==> src/rtl/minterm_pkg.sv <==
// minterm_pkg: shared FSM encoding and truth-table mask addressing for minterm sweeps
package minterm_pkg;

   typedef enum logic [1:0] {
      IDLE  = 2'd0,
      SWEEP = 2'd1,
      DONE  = 2'd2
   } state_t;

   // bit position of channel c, minterm m inside a packed N_FN*2^n_in mask
   function automatic int unsigned mask_off(input int unsigned c, input int unsigned m,
                                            input int unsigned n_in);
      return c * (32'd1 << n_in) + m;
   endfunction

endpackage

==> src/rtl/minterm_mux.sv <==
// minterm_mux: picks each channel's expected output for the selected minterm
module minterm_mux
   import minterm_pkg::*;
#(
   parameter int N_IN = 4,
   parameter int N_FN = 5
) (
   input  logic [N_FN*(1<<N_IN)-1:0] mask,
   input  logic [N_IN-1:0]           sel,
   output logic [N_FN-1:0]           exp_o
);

   localparam int M = 1 << N_IN;

   for (genvar c = 0; c < N_FN; c++) begin : g_ch
      logic [M-1:0] tt;
      assign tt       = mask[mask_off(c, 0, N_IN) +: M];
      assign exp_o[c] = tt[sel];
   end

endmodule

==> config.mk <==
export PLATFORM = sky130hd
export DESIGN_NAME = minterm_mux
export DESIGN_NICKNAME = d
export VERILOG_FILES = /design/src/rtl/minterm_pkg.sv /design/src/rtl/minterm_mux.sv
export SDC_FILE = /design/constraint.sdc
export NUM_CORES = 1
export LEC_CHECK = 0
export BUFFER_PORTS_ARGS = -buffer_cell sky130_fd_sc_hd__buf_4
export CELL_PAD_IN_SITES_DETAIL_PLACEMENT = 1
export CELL_PAD_IN_SITES_GLOBAL_PLACEMENT = 1
export CORE_MARGIN = 3
export CORE_UTILIZATION = 18
export DETAILED_ROUTE_END_ITERATION = 8
export PLACE_DENSITY = 0.9
export SLEW_MARGIN = 0
export SYNTH_ARGS = -nofsm -noshare
export SYNTH_HDL_FRONTEND = slang
export SYNTH_SLANG_ARGS = --single-unit
==> constraint.sdc <==
create_clock -name vclk -period 1.4
set_input_delay 0.28 -clock vclk [all_inputs]
set_output_delay 0.28 -clock vclk [all_outputs]
set_load 0.01 [all_outputs]
==> flow_summary_export.csv <==
group,metric,value,unit
power_and_ir_drop,p_total,0.480,mW
timing,finalMaxSlewViolations,0,
timing,min_period_over_period,116,%
setup_path,crit_chain,"buf_16, mux4_2, a22oi_2, nand3_1, buf_4",
grt,grt_start_max_net_pins,12,
grt,track_usage,16.5,%
setup_path,critical_path_required,1.12,ns
finish,drive_gt1_share,92.9,%
finish,seq_cells,0,
grt,grt_pass1_vias,1030,
routing,drc,0,
setup_path,end_kind,"primary output",
setup_path,cp_max_fo,6,
finish,stdcell_area,1510,µm²
placed_design,routabilityCongestion,0.839,
synth,syn_avg_cell_area,12.8,µm²
synth,synth_cells,47,
synth,yosysWarnings,0,
synth,synth_fp_nets,131,
setup_path,critPathMaxStageDelay,0.50,ns
routing,wl_per_cell,17.9,µm
finish,syn_to_final_growth,152,%
routing,first_pass_iters,3,
routing,vias,863,
floorplan,dieHeight,63.8,µm
setup_path,start_kind,"primary input",
routing,drtIter0Drc,14,
setup_path,path_class,"in -> out",
power_and_ir_drop,p_leak,0.693,nW
floorplan,start_util,19.2,%
placed_design,dpl.hpwl,2970,µm
timing,slew_headroom,70.9,%
outcome,status,"finished, violations left",
finish,fin_util,48.3,%
setup_path,arrival,1.34,ns
hold_path,min-delay-start,"sel[2]",
routing,ant_nets,0,
timing,fin_ws,-0.217,ns
timing,tightest_slew,0.435,ns
synth,netlist_area,601,µm²
power_and_ir_drop,peakVddDrop,139,µV
timing,finalSetupViolCount,5,
floorplan,die_area,4070,µm²
power_and_ir_drop,power.density,318,nW/µm²
finish,regArea,0,µm²
floorplan,coreArea,3130,µm²
timing,fin_crit,1.62,ns
floorplan,rows,20,
finish,fill_cells,347,
timing,fmax,618,MHz
routing,postRouteWirelength,3290,µm
grt,antenna_found_initial,0,
finish,nClkBuffers,0,
setup_path,slowest_stage,"mux4_2",
setup_path,startpoint,"sel[0]",
clock_tree,cts_setup_buffers,0,
placed_design,place_area,1370,µm²
timing,rsz0062_at_grt,"yes",
synth,synth_cell_types,10,
finish,n_antenna_cell,0,
outcome,violations,"setup timing",
finish,final_nets,226,
clock_tree,holdBufCountCts,0,
placed_design,io_buffer_count,89,
floorplan,io_pins,89,
synth,ys_seq_area_share,0,%
grt,grt-ovfl-total,0,
hold_path,worstHoldPathType,"in -> out",
timing,hold_violations,0,
floorplan,die_x,63.8,µm
job,max_cap_violations,0,
routing,via_per_inst,4.69,
grt,grt_pass1_wl,5160,µm
path summary, 6_finish.rpt:
path	end	slack (ns)	cells past startpoint
hold / removal	exp_o[0]	1.03	5
setup / recovery	exp_o[2]	-0.22	5
layout by cell type (no fill, tap or decap):
cell type  instances
buf_12             2
nand2_1            4
nand3_1            3
buf_6              2
nor2_1             1
buf_4             90
a22oi_2            5
nand2_2            1
buf_16             3
nor2b_1            2
mux4_2            20
nand3_2            7
cell families (layout without fill, tap and decap cells):
| group | Yosys count | in the layout | share of synthesized area, % |
|---|---|---|---|
| AOI/OAI and AO/OA | 5 | 5 | 6.25 |
| buffers and inverters | 4 | 97 | 4.58 |
| muxes | 20 | 20 | 75.0 |
| and+or+nand+nor | 18 | 18 | 14.2 |
area by class of cell:
class | count | area, µm² | share of cell area (%)
timing repair buffer | 97 | 821 | 54.3
multi-input combinational | 43 | 636 | 42.1
tap | 44 | 55.1 | 3.64
power breakdown:
group          internal, mW  leakage [nW]  switching, mW  total, mW
clock network             0             0              0          0
registers                 0             0              0          0
logic                 0.331         0.693          0.149      0.480
synthesized netlist by cell type:
master    number  share of area, %
a22oi_1        5               6.3
clkbuf_1       1              0.62
buf_2          1              0.83
buf_4          1               1.3
nand3_1       10               8.3
mux4_2        20                75
nor2_1         1              0.62
nand2_1        5               3.1
buf_6          1               1.9
nor2b_1        2               2.1
worst max-delay path: cells and delay by family:
family / cells / cell delay [ns]
multiplexers: 1 / 0.50
AO/OA/AOI/OAI: 1 / 0.20
buffers and inverters: 2 / 0.26
AND/OR/NAND/NOR: 1 / 0.09
what timing repair did:
| action | in CTS | in global routing |
|---|---|---|
| gates cloned | 2 | 0 |
| endpoints found under the setup margin | 5 | 5 |
| pin swaps | 2 | 3 |
| endpoints found under the hold margin | 0 | 0 |
| resized for setup | 14 | 7 |
layer usage:
metal	global-route usage, %	wire length (µm)	vias to the layer above
met5	0	0	-
met4	1.89	40	0
met3	3.34	224	4
met2	32.1	1870	43
met1	18.9	1150	410
li1	-	-	406
per-stage QoR:
step / instances / hold slack [ns] / TNS, ns / setup slack (ns)
final: 184 / 1.03 / -1.02 / -0.217
after global routing: 184 / 1.08 / -1.25 / -0.279
after CTS: 184 / 1.05 / -1.13 / -0.243
after detailed placement: 182 / 1.05 / -2.20 / -0.462
after global placement: 182 / 1.04 / -2.02 / -0.421
after floorplan: 47 / 0.720 / -0.310 / -0.0619
Note: power is estimated with default switching activity, not from simulation.
